--- src/rtl/kbd_pkg.sv ---
// ============================================================================
// Module      : kbd_pkg
// Description : Shared constants, LED FSM state type and a drop-counter helper
//               for the keyboard event scheduler.
// Revision    : 1.0 - initial release
// ============================================================================
`timescale 1ns/1ps
`default_nettype none

package kbd_pkg;

    localparam int KEY_CLK_TICKS = 1431;
    localparam int FRAME_TICKS   = 40;
    localparam int EVT_W         = 16;
    localparam int LED_W         = 2;
    localparam int FIFO_W        = EVT_W + 1;   // {is_mouse, payload}

    typedef enum logic [1:0] {
        LED_IDLE  = 2'd0,
        LED_ISSUE = 2'd1,
        LED_HOLD  = 2'd2
    } led_state_t;

    // Saturating drop counter; a clear wins over history but still counts
    // a drop that lands in the same cycle.
    function automatic logic [7:0] drop_cnt_next(input logic [7:0] cnt,
                                                 input logic       drop,
                                                 input logic       clr);
        logic [7:0] nxt;
        nxt = cnt;
        if (clr) begin
            nxt = drop ? 8'd1 : 8'd0;
        end else if (drop && (cnt != 8'hFF)) begin
            nxt = cnt + 8'd1;
        end
        return nxt;
    endfunction

endpackage

`default_nettype wire

--- src/rtl/kbd_event_sched_if.sv ---
// ============================================================================
// Module      : kbd_event_sched_if
// Description : Valid/ready event stream from the scheduler to the consumer.
// Revision    : 1.0 - initial release
// ============================================================================
`timescale 1ns/1ps
`default_nettype none

interface kbd_event_sched_if;
    import kbd_pkg::*;

    logic             evt_valid;
    logic             evt_ready;
    logic             evt_is_mouse;
    logic [EVT_W-1:0] evt_data;

    modport master (
        output evt_valid,
        output evt_is_mouse,
        output evt_data,
        input  evt_ready
    );

    modport slave (
        input  evt_valid,
        input  evt_is_mouse,
        input  evt_data,
        output evt_ready
    );

endinterface

`default_nettype wire

--- src/rtl/sched_fifo.sv ---
// ============================================================================
// Module      : sched_fifo
// Description : Synchronous FIFO with extra-MSB pointers. A push into a full
//               FIFO is accepted only when a pop happens in the same cycle.
// Revision    : 1.0 - initial release
// ============================================================================
`timescale 1ns/1ps
`default_nettype none

module sched_fifo #(
    parameter int DEPTH = 8,
    parameter int WIDTH = 17
) (
    input  logic             clk,
    input  logic             rst_n,
    input  logic             push,
    input  logic             pop,
    input  logic [WIDTH-1:0] din,
    output logic [WIDTH-1:0] dout,
    output logic             full,
    output logic             empty
);

    localparam int AW = $clog2(DEPTH);

    logic [AW:0]      wr_ptr_q;
    logic [AW:0]      rd_ptr_q;
    logic [WIDTH-1:0] mem_q [DEPTH];
    logic             do_push;
    logic             do_pop;

    assign empty   = (wr_ptr_q == rd_ptr_q);
    assign full    = (wr_ptr_q[AW] != rd_ptr_q[AW]) &&
                     (wr_ptr_q[AW-1:0] == rd_ptr_q[AW-1:0]);
    assign do_pop  = pop & ~empty;
    assign do_push = push & (~full | do_pop);
    assign dout    = mem_q[rd_ptr_q[AW-1:0]];

    // Pointer update; both wrap naturally through the extra MSB.
    always_ff @(posedge clk or negedge rst_n) begin
        if (!rst_n) begin
            wr_ptr_q <= '0;
            rd_ptr_q <= '0;
        end else begin
            if (do_push) wr_ptr_q <= wr_ptr_q + 1'b1;
            if (do_pop)  rd_ptr_q <= rd_ptr_q + 1'b1;
        end
    end

    // Storage write; contents need no reset since empty masks them.
    always_ff @(posedge clk) begin
        if (do_push) mem_q[wr_ptr_q[AW-1:0]] <= din;
    end

endmodule

`default_nettype wire

--- src/rtl/kbd_event_sched.sv ---
// ============================================================================
// Module      : kbd_event_sched
// Description : Captures keyboard/mouse packets into two FIFOs, merges them
//               round-robin onto one valid/ready stream, and issues
//               rate-limited LED commands from two requesters.
//               Optional macro KBD_SCHED_DROP_CNT_EN adds saturating
//               per-source drop counters (kb_drop_cnt, ms_drop_cnt).
// Revision    : 1.0 - initial release
// ============================================================================
`timescale 1ns/1ps
`default_nettype none

module kbd_event_sched
    import kbd_pkg::*;
#(
    parameter int KB_DEPTH    = 8,
    parameter int MS_DEPTH    = 4,
    parameter int LED_HOLDOFF = FRAME_TICKS * KEY_CLK_TICKS
) (
    input  logic              clk,
    input  logic              rst_n,
    input  logic              kb_data_avail,
    input  logic              kb_is_mouse,
    input  logic [EVT_W-1:0]  kb_data,
    kbd_event_sched_if.master evt,
    output logic              kb_ovf,
    output logic              ms_ovf,
    input  logic              ovf_clr,
    input  logic              led_req_host,
    input  logic [LED_W-1:0]  led_host,
    input  logic              led_req_local,
    input  logic [LED_W-1:0]  led_local,
    output logic              led_data_valid,
    output logic [LED_W-1:0]  led_data_out
`ifdef KBD_SCHED_DROP_CNT_EN
    ,
    output logic [7:0]        kb_drop_cnt,
    output logic [7:0]        ms_drop_cnt
`endif
);

    localparam logic [15:0] HOLD_LOAD = 16'(LED_HOLDOFF - 1);
    // IDLE and ISSUE each take one cycle of the holdoff, so HOLD hands
    // over two counts early to keep commands exactly LED_HOLDOFF apart.
    localparam logic [15:0] HOLD_EXIT = 16'd2;

    // ------------------------------------------------------------------
    // Capture and FIFOs
    // ------------------------------------------------------------------
    logic              avail_q;
    logic              push_pulse;
    logic              kb_push, ms_push, kb_pop, ms_pop;
    logic              kb_full, ms_full, kb_empty, ms_empty;
    logic              kb_drop, ms_drop;
    logic [FIFO_W-1:0] kb_dout, ms_dout, sel_dout;

    assign push_pulse = kb_data_avail & ~avail_q;
    assign kb_push    = push_pulse & ~kb_is_mouse;
    assign ms_push    = push_pulse &  kb_is_mouse;
    assign kb_drop    = kb_push & kb_full & ~kb_pop;
    assign ms_drop    = ms_push & ms_full & ~ms_pop;

    // Edge detector on the data-available level.
    always_ff @(posedge clk or negedge rst_n) begin
        if (!rst_n) avail_q <= 1'b0;
        else        avail_q <= kb_data_avail;
    end

    sched_fifo #(.DEPTH(KB_DEPTH), .WIDTH(FIFO_W)) u_kb_fifo (
        .clk   (clk),
        .rst_n (rst_n),
        .push  (kb_push),
        .pop   (kb_pop),
        .din   ({1'b0, kb_data}),
        .dout  (kb_dout),
        .full  (kb_full),
        .empty (kb_empty)
    );

    sched_fifo #(.DEPTH(MS_DEPTH), .WIDTH(FIFO_W)) u_ms_fifo (
        .clk   (clk),
        .rst_n (rst_n),
        .push  (ms_push),
        .pop   (ms_pop),
        .din   ({1'b1, kb_data}),
        .dout  (ms_dout),
        .full  (ms_full),
        .empty (ms_empty)
    );

    // ------------------------------------------------------------------
    // Round-robin merge into a single output register slice
    // ------------------------------------------------------------------
    logic             evt_valid_q;
    logic             evt_is_mouse_q;
    logic [EVT_W-1:0] evt_data_q;
    logic             last_grant_q;     // 1 = mouse was granted last
    logic             load_en, grant_kb, grant_ms;

    assign load_en  = ~evt_valid_q | evt.evt_ready;
    assign grant_ms = ~ms_empty & (kb_empty | ~last_grant_q);
    assign grant_kb = ~kb_empty & ~grant_ms;
    assign kb_pop   = load_en & grant_kb;
    assign ms_pop   = load_en & grant_ms;
    assign sel_dout = grant_ms ? ms_dout : kb_dout;

    assign evt.evt_valid    = evt_valid_q;
    assign evt.evt_is_mouse = evt_is_mouse_q;
    assign evt.evt_data     = evt_data_q;

    // Output slice; last_grant resets to mouse so keyboard wins the first tie.
    always_ff @(posedge clk or negedge rst_n) begin
        if (!rst_n) begin
            evt_valid_q    <= 1'b0;
            evt_is_mouse_q <= 1'b0;
            evt_data_q     <= '0;
            last_grant_q   <= 1'b1;
        end else if (load_en) begin
            if (grant_kb | grant_ms) begin
                evt_valid_q                  <= 1'b1;
                {evt_is_mouse_q, evt_data_q} <= sel_dout;
                last_grant_q                 <= grant_ms;
            end else begin
                evt_valid_q <= 1'b0;
            end
        end
    end

    // Sticky overflow flags; a new drop beats a simultaneous clear.
    always_ff @(posedge clk or negedge rst_n) begin
        if (!rst_n) begin
            kb_ovf <= 1'b0;
            ms_ovf <= 1'b0;
        end else begin
            if (kb_drop)      kb_ovf <= 1'b1;
            else if (ovf_clr) kb_ovf <= 1'b0;
            if (ms_drop)      ms_ovf <= 1'b1;
            else if (ovf_clr) ms_ovf <= 1'b0;
        end
    end

`ifdef KBD_SCHED_DROP_CNT_EN
    logic [7:0] kb_drop_cnt_q, ms_drop_cnt_q;

    // Saturating per-source drop counters.
    always_ff @(posedge clk or negedge rst_n) begin
        if (!rst_n) begin
            kb_drop_cnt_q <= 8'd0;
            ms_drop_cnt_q <= 8'd0;
        end else begin
            kb_drop_cnt_q <= drop_cnt_next(kb_drop_cnt_q, kb_drop, ovf_clr);
            ms_drop_cnt_q <= drop_cnt_next(ms_drop_cnt_q, ms_drop, ovf_clr);
        end
    end

    assign kb_drop_cnt = kb_drop_cnt_q;
    assign ms_drop_cnt = ms_drop_cnt_q;
`endif

    // ------------------------------------------------------------------
    // LED request arbitration and holdoff
    // ------------------------------------------------------------------
    logic             pend_host_q, pend_local_q;
    logic [LED_W-1:0] val_host_q, val_local_q;
    led_state_t       state_q, state_d;
    logic             grant_local_q, grant_local_d;
    logic [15:0]      cnt_q, cnt_d;
    logic [LED_W-1:0] led_out_q, led_out_d;
    logic             clr_host, clr_local;

    assign led_data_out = led_out_q;

    // Pending latches; a request in the issue cycle survives the clear.
    always_ff @(posedge clk or negedge rst_n) begin
        if (!rst_n) begin
            pend_host_q  <= 1'b0;
            pend_local_q <= 1'b0;
            val_host_q   <= '0;
            val_local_q  <= '0;
        end else begin
            if (led_req_host) begin
                pend_host_q <= 1'b1;
                val_host_q  <= led_host;
            end else if (clr_host) begin
                pend_host_q <= 1'b0;
            end
            if (led_req_local) begin
                pend_local_q <= 1'b1;
                val_local_q  <= led_local;
            end else if (clr_local) begin
                pend_local_q <= 1'b0;
            end
        end
    end

    // LED FSM state register.
    always_ff @(posedge clk or negedge rst_n) begin
        if (!rst_n) begin
            state_q       <= LED_IDLE;
            grant_local_q <= 1'b0;
            cnt_q         <= '0;
            led_out_q     <= '0;
        end else begin
            state_q       <= state_d;
            grant_local_q <= grant_local_d;
            cnt_q         <= cnt_d;
            led_out_q     <= led_out_d;
        end
    end

    // LED FSM next state: host has fixed priority over local.
    always_comb begin
        state_d        = state_q;
        grant_local_d  = grant_local_q;
        cnt_d          = cnt_q;
        led_out_d      = led_out_q;
        led_data_valid = 1'b0;
        clr_host       = 1'b0;
        clr_local      = 1'b0;
        case (state_q)
            LED_IDLE: begin
                if (pend_host_q) begin
                    grant_local_d = 1'b0;
                    led_out_d     = val_host_q;
                    state_d       = LED_ISSUE;
                end else if (pend_local_q) begin
                    grant_local_d = 1'b1;
                    led_out_d     = val_local_q;
                    state_d       = LED_ISSUE;
                end
            end
            LED_ISSUE: begin
                led_data_valid = 1'b1;
                clr_host       = ~grant_local_q;
                clr_local      =  grant_local_q;
                cnt_d          = HOLD_LOAD;
                state_d        = LED_HOLD;
            end
            LED_HOLD: begin
                cnt_d = cnt_q - 16'd1;
                if (cnt_q <= HOLD_EXIT) state_d = LED_IDLE;
            end
            default: state_d = LED_IDLE;
        endcase
    end

endmodule

`default_nettype wire

--- src/flat_wrapper.sv ---
// flat-port wrapper written by rule: the top's interface ports become plain ports
module kbd_event_sched_flat import kbd_pkg::*;
#(
    parameter int KB_DEPTH    = 8,
    parameter int MS_DEPTH    = 4,
    parameter int LED_HOLDOFF = FRAME_TICKS * KEY_CLK_TICKS
)
  (clk, rst_n, kb_data_avail, kb_is_mouse, kb_data, kb_ovf, ms_ovf, ovf_clr, led_req_host, led_host, led_req_local, led_local, led_data_valid, led_data_out, evt_evt_valid, evt_evt_is_mouse, evt_evt_data, evt_evt_ready);
  kbd_event_sched_if evt_i ();
  input  logic clk;
  input  logic rst_n;
  input  logic kb_data_avail;
  input  logic kb_is_mouse;
  input  logic [EVT_W-1:0] kb_data;
  output logic kb_ovf;
  output logic ms_ovf;
  input  logic ovf_clr;
  input  logic led_req_host;
  input  logic [LED_W-1:0] led_host;
  input  logic led_req_local;
  input  logic [LED_W-1:0] led_local;
  output logic led_data_valid;
  output logic [LED_W-1:0] led_data_out;
  output wire logic [$bits(evt_i.evt_valid)-1:0] evt_evt_valid;
  output wire logic [$bits(evt_i.evt_is_mouse)-1:0] evt_evt_is_mouse;
  output wire logic [$bits(evt_i.evt_data)-1:0] evt_evt_data;
  input wire logic [$bits(evt_i.evt_ready)-1:0] evt_evt_ready;
  assign evt_evt_valid = evt_i.evt_valid;
  assign evt_evt_is_mouse = evt_i.evt_is_mouse;
  assign evt_evt_data = evt_i.evt_data;
  assign evt_i.evt_ready = evt_evt_ready;
  kbd_event_sched #(.KB_DEPTH(KB_DEPTH), .MS_DEPTH(MS_DEPTH), .LED_HOLDOFF(LED_HOLDOFF)) u_core (.clk(clk), .rst_n(rst_n), .kb_data_avail(kb_data_avail), .kb_is_mouse(kb_is_mouse), .kb_data(kb_data), .evt(evt_i), .kb_ovf(kb_ovf), .ms_ovf(ms_ovf), .ovf_clr(ovf_clr), .led_req_host(led_req_host), .led_host(led_host), .led_req_local(led_req_local), .led_local(led_local), .led_data_valid(led_data_valid), .led_data_out(led_data_out));
endmodule
--- config.mk ---
export PLATFORM = sky130hd
export DESIGN_NAME = kbd_event_sched_flat
export DESIGN_NICKNAME = d
export VERILOG_FILES = /design/src/rtl/kbd_pkg.sv /design/src/rtl/kbd_event_sched_if.sv /design/src/rtl/sched_fifo.sv /design/src/rtl/kbd_event_sched.sv /design/src/flat_wrapper.sv
export SDC_FILE = /design/constraint.sdc
export NUM_CORES = 1
export LEC_CHECK = 0
export BUFFER_PORTS_ARGS = -buffer_cell sky130_fd_sc_hd__buf_2
export CAP_MARGIN = 40
export CORE_AREA = 2 2 169 171
export CTS_CLUSTER_DIAMETER = 80
export DETAILED_ROUTE_END_ITERATION = 12
export DIE_AREA = 0 0 171 173
export GPL_ROUTABILITY_DRIVEN = 1
export SLEW_MARGIN = 15
export SYNTH_ARGS = -nofsm -noshare
export SYNTH_HDL_FRONTEND = slang
export SYNTH_HIERARCHICAL = 1
export SYNTH_SLANG_ARGS = --single-unit
--- constraint.sdc ---
create_clock -name clk -period 3.95 [get_ports clk]
set_input_delay 0.395 -clock clk [delete_from_list [all_inputs] [get_ports clk]]
set_output_delay 0.395 -clock clk [all_outputs]
set_load 0.03 [all_outputs]
==> impl_metrics.py, run 1 <==
metrics = {
    "sta": {
        "hold_viol_final": 0,
        "period_minus_slack_ns": 3.49,
        "slew_violations": 0,
        "min_period_over_period": 0.883,
        "rsz0062_at_grt": "false",
        "setup_viol": 0,
        "whs_ns": 0.0805,
        "setup_tns_ns": 0,
        "slew_headroom": 0.468,
        "fin_skew_ns": 0.0262,
        "final.setup.worst_slack_ns": 0.464,
        "worst_pin_slew_ns": 0.792,
        "timing.fmax_mhz": 287,
    },
    "cts": {
        "clock_latency_ns": 0.56,
        "clk_path_buf_depth": 3,
        "h-tree-depth": 1,
        "cts_sinks": 267,
        "clk_pin_slew_ns": 0.06,
        "cts-resized-gates": 0,
        "clock-root-buffer": "clkbuf_16",
        "cts_tree": "yes",
        "cts_made_buffers": 28,
    },
    "logic_synthesis": {
        "synth_edf_count": 204,
        "ys.flop_type": "edfxtp_1",
        "ys_seq_area_frac": 0.701,
        "avgSynthCellArea_um2": 17.6,
        "mappedNetlistArea_um2": 11000,
        "syn_inst": 624,
        "ys_warn_count": 6,
        "yosysUniqueCellTypes": 60,
        "async_flop_share": 0.236,
        "ys_ff_latch": 267,
    },
    "power_and_ir_drop": {
        "p_leak_uw": 0.00447,
        "p_int_uw": 6160,
        "pwr-share-seq": 0.401,
        "p_sw_frac": 0.321,
        "power.density_nw_per_um2": 705,
        "pwr-share-comb": 0.319,
        "ir_drop_mv": 0.319,
        "clkPwrFrac": 0.280,
        "switching_power_uw": 2910,
    },
    "die": {
        "core_area_um2": 27600,
        "dieWidth_um": 171,
        "start_util": 0.397,
        "dieHeight_um": 173,
        "rows": 61,
        "dieArea_um2": 29600,
        "boundaryPins": 51,
    },
    "routing": {
        "antenna_left": 0,
        "routedWlPerCell_um": 20.0,
        "drc": 0,
        "dr_total_vias": 5737,
        "routed_wl_um": 22300,
        "drt_pass1_iterations": 4,
        "via_per_inst": 5.14,
        "drt_iter0_drc": 376,
    },
    "cells_and_area": {
        "final_common_cell": "edfxtp_1",
        "nNetsFinal": 758,
        "final_area_um2": 12900,
        "area_growth_syn_to_layout_pct": 17.2,
        "nFillCells": 2367,
        "mostFrequentLayoutCells": "edfxtp_1 (204), dfrtp_1 (61), buf_2 (51)",
        "drive_gt1_frac": 0.291,
        "antennaDiodeCount": 0,
        "finish.utilization": 0.466,
    },
    "grt": {
        "antenna_found_initial": 0,
        "grt_max_degree": 40,
        "grt_pass1_vias": 6086,
        "grt_overflow": 0,
        "grt_pass1_wl_um": 35100,
        "grt_use_total": 0.155,
    },
    "critical_path": {
        "start_kind": "flop",
        "cp_slowest_cell": "nor4_4",
        "required_ns": 4.21,
        "cp_max_fo": 12,
        "cp_common_cell": "buf_4",
        "endpoint_kind": "flop",
        "cp.arrival_ns": 3.75,
        "cpPeakStageDelay_ns": 0.67,
        "crit_type": "flop to flop",
        "crit_family": "simple AND/OR/NAND/NOR gates",
        "crit_chain": "xnor2_2 -> nand3_2 -> nor2_1 -> buf_4 -> inv_1 -> a21oi_2 -> buf_4 -> nor3_1 -> nor3_1 -> buf_2 -> nor4_4 -> buf_4",
        "cp_num_buf_inv": 5,
    },
    "place": {
        "dpl_worst_slack_ns": 0.368,
        "gp_congestion": 0.797,
        "io_buffer_count": 50,
        "dp_hpwl_um": 15100,
        "place_area_um2": 11900,
    },
    "run": {
        "cap_viol_max_count": 0,
    },
    "run_status": {
        "status": "finished clean",
    },
    "min_path": {
        "hold_path_class": "input port to flop",
    },
}
[synthesized netlist by cell type (all sizes together) (3+ instances only)]
cell | instances | share of area
nand2b | 4 | 0.0023
or3 | 5 | 0.0035
inv | 13 | 0.0044
a21oi | 28 | 0.013
nor3b | 4 | 0.0027
mux2 | 24 | 0.025
o22ai | 5 | 0.0028
a31o | 3 | 0.0024
xnor2 | 12 | 0.011
edfxtp | 204 | 0.56
nor2 | 33 | 0.011
and3 | 3 | 0.0017
nand3 | 9 | 0.0046
mux4 | 51 | 0.11
o311ai | 5 | 0.0040
or4 | 7 | 0.0052
mux2i | 18 | 0.016
nor3 | 10 | 0.0046
nor4 | 4 | 0.0036
xor2 | 9 | 0.0072
nor2b | 5 | 0.0028
nand2 | 20 | 0.0068
ha | 12 | 0.014
clkbuf | 8 | 0.0027
o31ai | 8 | 0.0055
buf | 21 | 0.013
dfrtp | 62 | 0.14
o21ai | 8 | 0.0036
nand4 | 4 | 0.0023
[cell type report]
| type | instances | area (µm²) | share of cell area |
|---|---|---|---|
| clock inverter | 17 | 174 | 0.0135 |
| timing repair buffer | 84 | 578 | 0.0449 |
| multi-input combinational | 324 | 3170 | 0.246 |
| tap | 378 | 473 | 0.0368 |
| clock buffer | 34 | 723 | 0.0562 |
| inverter | 13 | 48.8 | 0.00379 |
| sequential | 267 | 7700 | 0.599 |
[final timing paths]
kind                                                             to                                startpoint  depth (start not counted)  slack [ns]
setup / recovery             u_core/u_kb_fifo/mem_q[0][2]$_DFFE_PP_  u_core/u_kb_fifo/wr_ptr_q[0]$_DFFE_PN0P_                         12        0.46
hold / removal                    u_core/val_local_q[1]$_DFFE_PN0P_                              led_local[1]                          3        0.08
setup reg to reg             u_core/u_kb_fifo/mem_q[0][2]$_DFFE_PP_  u_core/u_kb_fifo/wr_ptr_q[0]$_DFFE_PN0P_                         12        0.46
hold reg to reg                    u_core/val_host_q[1]$_DFFE_PN0P_          u_core/val_host_q[1]$_DFFE_PN0P_                          1        0.51
max in group asynchronous       u_core/evt.evt_data[11]$_DFFE_PN0P_                                     rst_n                          3        2.53
min in group asynchronous  u_core/u_kb_fifo/wr_ptr_q[0]$_DFFE_PN0P_                                     rst_n                          2        0.40
[worst reg2reg max path, cell delays in order (launching register included)]
cell and delay, ns:
dfrtp_1 0.57, xnor2_2 0.22, nand3_2 0.20, nor2_1 0.07, buf_4 0.16, inv_1 0.07
a21oi_2 0.07, buf_4 0.20, nor3_1 0.27, nor3_1 0.17, buf_2 0.21, nor4_4 0.67
buf_4 0.32
[metal layers]
layer  GRT usage  part of all wire
met4      0.0353             0.021
met1       0.215              0.43
met5           0                 0
met2       0.259              0.50
met3      0.0245             0.056
[what timing repair did]
item | 4_1_cts | 5_1_grt
setup endpoints to repair | 0 | 0
endpoints found under the hold margin | 25 | 0
setup buffers | 0 | 0
hold buffers | 2 | 0
[power groups by stage]
stage | clock, µW | sequential [µW] | combinational, µW
finish | 2540 | 3630 | 2900
global route | 2700 | 3680 | 3160
CTS | 2590 | 3640 | 2940
detailed placement | 0 | 3690 | 2930
global placement | 0 | 3660 | 2840
floorplan | 0 | 3780 | 1990
[cell families after synthesis]
| group | share of synthesized area |
|---|---|
| fa+ha+maj | 0.0137 |
| simple gates | 0.0572 |
| compound gates | 0.0414 |
| mux | 0.147 |
| xor+xnor | 0.0181 |
| flops | 0.701 |
| other cells | 0.000684 |
| buf+inv | 0.0208 |
[metrics by stage]
stage	std cells	power, µW
2_1_floorplan	634	5780
3_3_place_gp	1056	6500
3_5_place_dp	1063	6620
4_1_cts	1116	9170
5_1_grt	1117	9540
6_report	1117	9070
[state kept, by name, indices dropped and copies added (netlist names), 2 cells and up]
name / cells
u_core/state_q: 2
u_core/u_kb_fifo/rd_ptr_q: 4
u_core/u_ms_fifo/mem_q: 68
u_core/u_kb_fifo/mem_q: 136
u_core/evt.evt_data: 16
u_core/u_kb_fifo/wr_ptr_q: 4
u_core/led_data_out: 2
u_core/val_local_q: 2
u_core/cnt_q: 16
u_core/u_ms_fifo/rd_ptr_q: 3
u_core/val_host_q: 2
u_core/u_ms_fifo/wr_ptr_q: 3
Power figures use the tool's default switching activity.
==> run 2, diff against run 1 <==
Settings changed: CORE_AREA 2 2 169 171 to 2 2 163 165, DIE_AREA 0 0 171 173 to 0 0 165 167, SYNTH_HIERARCHICAL 1 to not set.
==> run 2 against run 1 <==
Clock skew fell by 0.013 ns. Clock-buffer cell count fell by 2. Cell count fell by 9.2%. Fmax rose by 23%. Sequential share of layout area rose by 2.5 points. Via count fell by 7.7%. Register-to-register slack improved by 0.65 ns. Sequential power fell by 5.5%. First-iteration DRC count rose by 6.9%. Critical path type unchanged. Largest cell class unchanged. Largest power group unchanged. Highest routed layer unchanged.
==> impl_metrics.py, run 2 <==
metrics = {
    "logic_synthesis": {
        "post_synth_most_frequent_cells": "edfxtp_1 (192), dfrtp_1 (62), nand2_1 (53), mux4_2 (48), nor2_1 (26)",
        "ys_warn_count": 0,
        "synth_top_area_frac": 0.565,
        "synth_top_area_cell": "edfxtp_1",
        "avgSynthCellArea_um2": 17.3,
        "ys.flop_type": "edfxtp_1",
        "yosysUniqueCellTypes": 44,
        "synth_edf_count": 192,
        "synthesis.nets": 630,
        "mappedNetlistArea_um2": 10200,
        "async_flop_share": 0.247,
        "synthTopCellsByArea": "edfxtp_1 (56%), dfrtp_1 (15%), mux4_2 (11%), mux2_2 (2.4%), nand2_1 (1.9%)",
        "syn_inst": 590,
        "ys_ff_latch": 255,
        "ys_seq_area_frac": 0.719,
        "synth_most_common_cell": "edfxtp_1",
    },
    "run_status": {
        "status": "finished clean",
    },
    "cells_and_area": {
        "drive_gt1_frac": 0.270,
        "mostFrequentLayoutCells": "edfxtp_1 (192), dfrtp_1 (61), nand2_1 (53)",
        "final_area_um2": 11800,
        "largest_reg_flops": 128,
        "nFillCells": 2181,
        "nNetsFinal": 700,
        "antennaDiodeCount": 0,
        "area_growth_syn_to_layout_pct": 15.2,
        "final_common_cell": "edfxtp_1",
    },
    "sta": {
        "period_minus_slack_ns": 2.83,
        "rsz0062_at_grt": "false",
        "hold_viol_final": 0,
        "worst_pin_slew_ns": 0.804,
        "setup_tns_ns": 0,
        "setup_viol": 0,
        "slew_headroom": 0.464,
        "timing.fmax_mhz": 353,
        "fin_skew_ns": 0.0130,
        "slew_violations": 0,
        "min_period_over_period": 0.717,
        "whs_ns": 0.0997,
    },
    "die": {
        "boundaryPins": 51,
        "core_area_um2": 25800,
        "dieWidth_um": 165,
        "start_util": 0.396,
        "dieHeight_um": 167,
        "rows": 59,
        "dieArea_um2": 27600,
    },
    "place": {
        "gp_congestion": 0.747,
        "place_area_um2": 10900,
        "io_buffer_count": 50,
        "dp_hpwl_um": 12700,
    },
    "grt": {
        "antenna_found_initial": 0,
        "grt_max_degree": 37,
        "grt_pass1_vias": 5524,
        "grt_use_total": 0.146,
        "grt_overflow": 0,
        "grt_pass1_wl_um": 31100,
    },
    "power_and_ir_drop": {
        "power.density_nw_per_um2": 713,
        "ir_drop_mv": 0.346,
        "p_leak_uw": 0.00406,
    },
    "cts": {
        "clk_path_buf_depth": 3,
        "clock_latency_ns": 0.52,
        "cts_made_buffers": 27,
        "cts_sinks": 255,
        "h-tree-depth": 1,
        "clock-root-buffer": "clkbuf_16",
        "cts_tree": "yes",
        "postCtsSetupBuffers": 0,
        "clk_pin_slew_ns": 0.06,
    },
    "critical_path": {
        "cp_max_fo": 16,
        "cp.arrival_ns": 2.97,
        "required_ns": 4.09,
        "crit_type": "flop to flop",
        "start_kind": "flop",
        "endpoint_kind": "flop",
    },
    "min_path": {
        "hold_path_class": "input port to flop",
    },
    "routing": {
        "drt_iter0_drc": 402,
        "routed_wl_um": 19700,
        "routedWlPerCell_um": 19.4,
        "antenna_left": 0,
        "drt_pass1_iterations": 7,
        "dr_total_vias": 5295,
        "via_per_inst": 5.22,
        "drc": 0,
    },
    "run": {
        "cap_viol_max_count": 0,
    },
}
-- run 2: layout make-up --
cell class | instances | area [µm²] | share of cell area
clock buffer | 32 | 694 | 0.0590
clock inverter | 16 | 131 | 0.0112
inverter | 13 | 48.8 | 0.00415
multi-input combinational | 295 | 2730 | 0.232
sequential | 255 | 7340 | 0.624
tap | 335 | 419 | 0.0356
timing repair buffer | 68 | 398 | 0.0338
-- run 2: metal layers --
layer	vias up	track usage	share of wire
met4	0	0.0367	0.016
met5	-	0	0
met1	2760	0.205	0.45
met3	28	0.0234	0.040
met2	94	0.238	0.49
li1	2413	-	-
-- run 2: cell families after synthesis --
| kind of cell | count (synthesis) | share of synthesized area |
|---|---|---|
| adder cells (fa/ha/maj) | 12 | 0.0147 |
| multiplexers | 71 | 0.131 |
| AO/OA/AOI/OAI | 51 | 0.0331 |
| flip-flops | 255 | 0.719 |
| XOR/XNOR | 29 | 0.0249 |
| buffers and inverters | 40 | 0.0159 |
| AND/OR/NAND/NOR | 132 | 0.0610 |
-- run 2: report_power, final --
| group | switching (µW) | internal (µW) | total [µW] |
|---|---|---|---|
| registers | 218 | 3220 | 3430 |
| clock network | 975 | 1380 | 2350 |
| logic | 1520 | 1080 | 2600 |
| total | 2710 | 5680 | 8390 |
-- run 2: repair_timing --
action / 4_1_cts / 5_1_grt
setup endpoints to repair: 0 / 0
gates resized for setup: 0 / 0
endpoints found under the hold margin: 27 / 0
hold buffers: 2 / 0
-- run 2: final timing paths --
path | depth (start not counted) | slack (ns) | start | end
worst max-delay path | 4 | 1.12 | u_core.u_kb_fifo.wr_ptr_q[0]$_DFFE_PN0P_ | u_core.u_ms_fifo.mem_q[2][12]$_DFFE_PP_
worst min-delay path | 2 | 0.1 | led_req_host | u_core.pend_host_q$_DFFE_PN0P_
worst max register to register | 4 | 1.12 | u_core.u_kb_fifo.wr_ptr_q[0]$_DFFE_PN0P_ | u_core.u_ms_fifo.mem_q[2][12]$_DFFE_PP_
worst min register to register | 1 | 0.49 | u_core.kb_ovf$_DFFE_PN0P_ | u_core.kb_ovf$_DFFE_PN0P_
max in group asynchronous | 3 | 2.58 | rst_n | u_core.evt.evt_data[12]$_DFFE_PN0P_
min in group asynchronous | 2 | 0.45 | rst_n | u_core.avail_q$_DFF_PN0_
-- run 2: worst max-delay path: stages, from the launching register on --
cell,delay (ns)
dfrtp_1,0.52
xor2_1,0.23
or4b_1,0.67
a21oi_2,0.32
and2_1,0.70
-- run 2: metrics by stage --
stage	total power (µW)	util	cells	worst slack [ns]
2_1_floorplan	5410	-	590	0.422
5_1_grt	8860	0.457	1014	0.951
3_5_place_dp	6120	0.424	964	1.09
3_3_place_gp	6070	0.423	963	1.15
4_1_cts	8510	0.457	1014	1.09
6_report	8390	0.457	1014	1.12
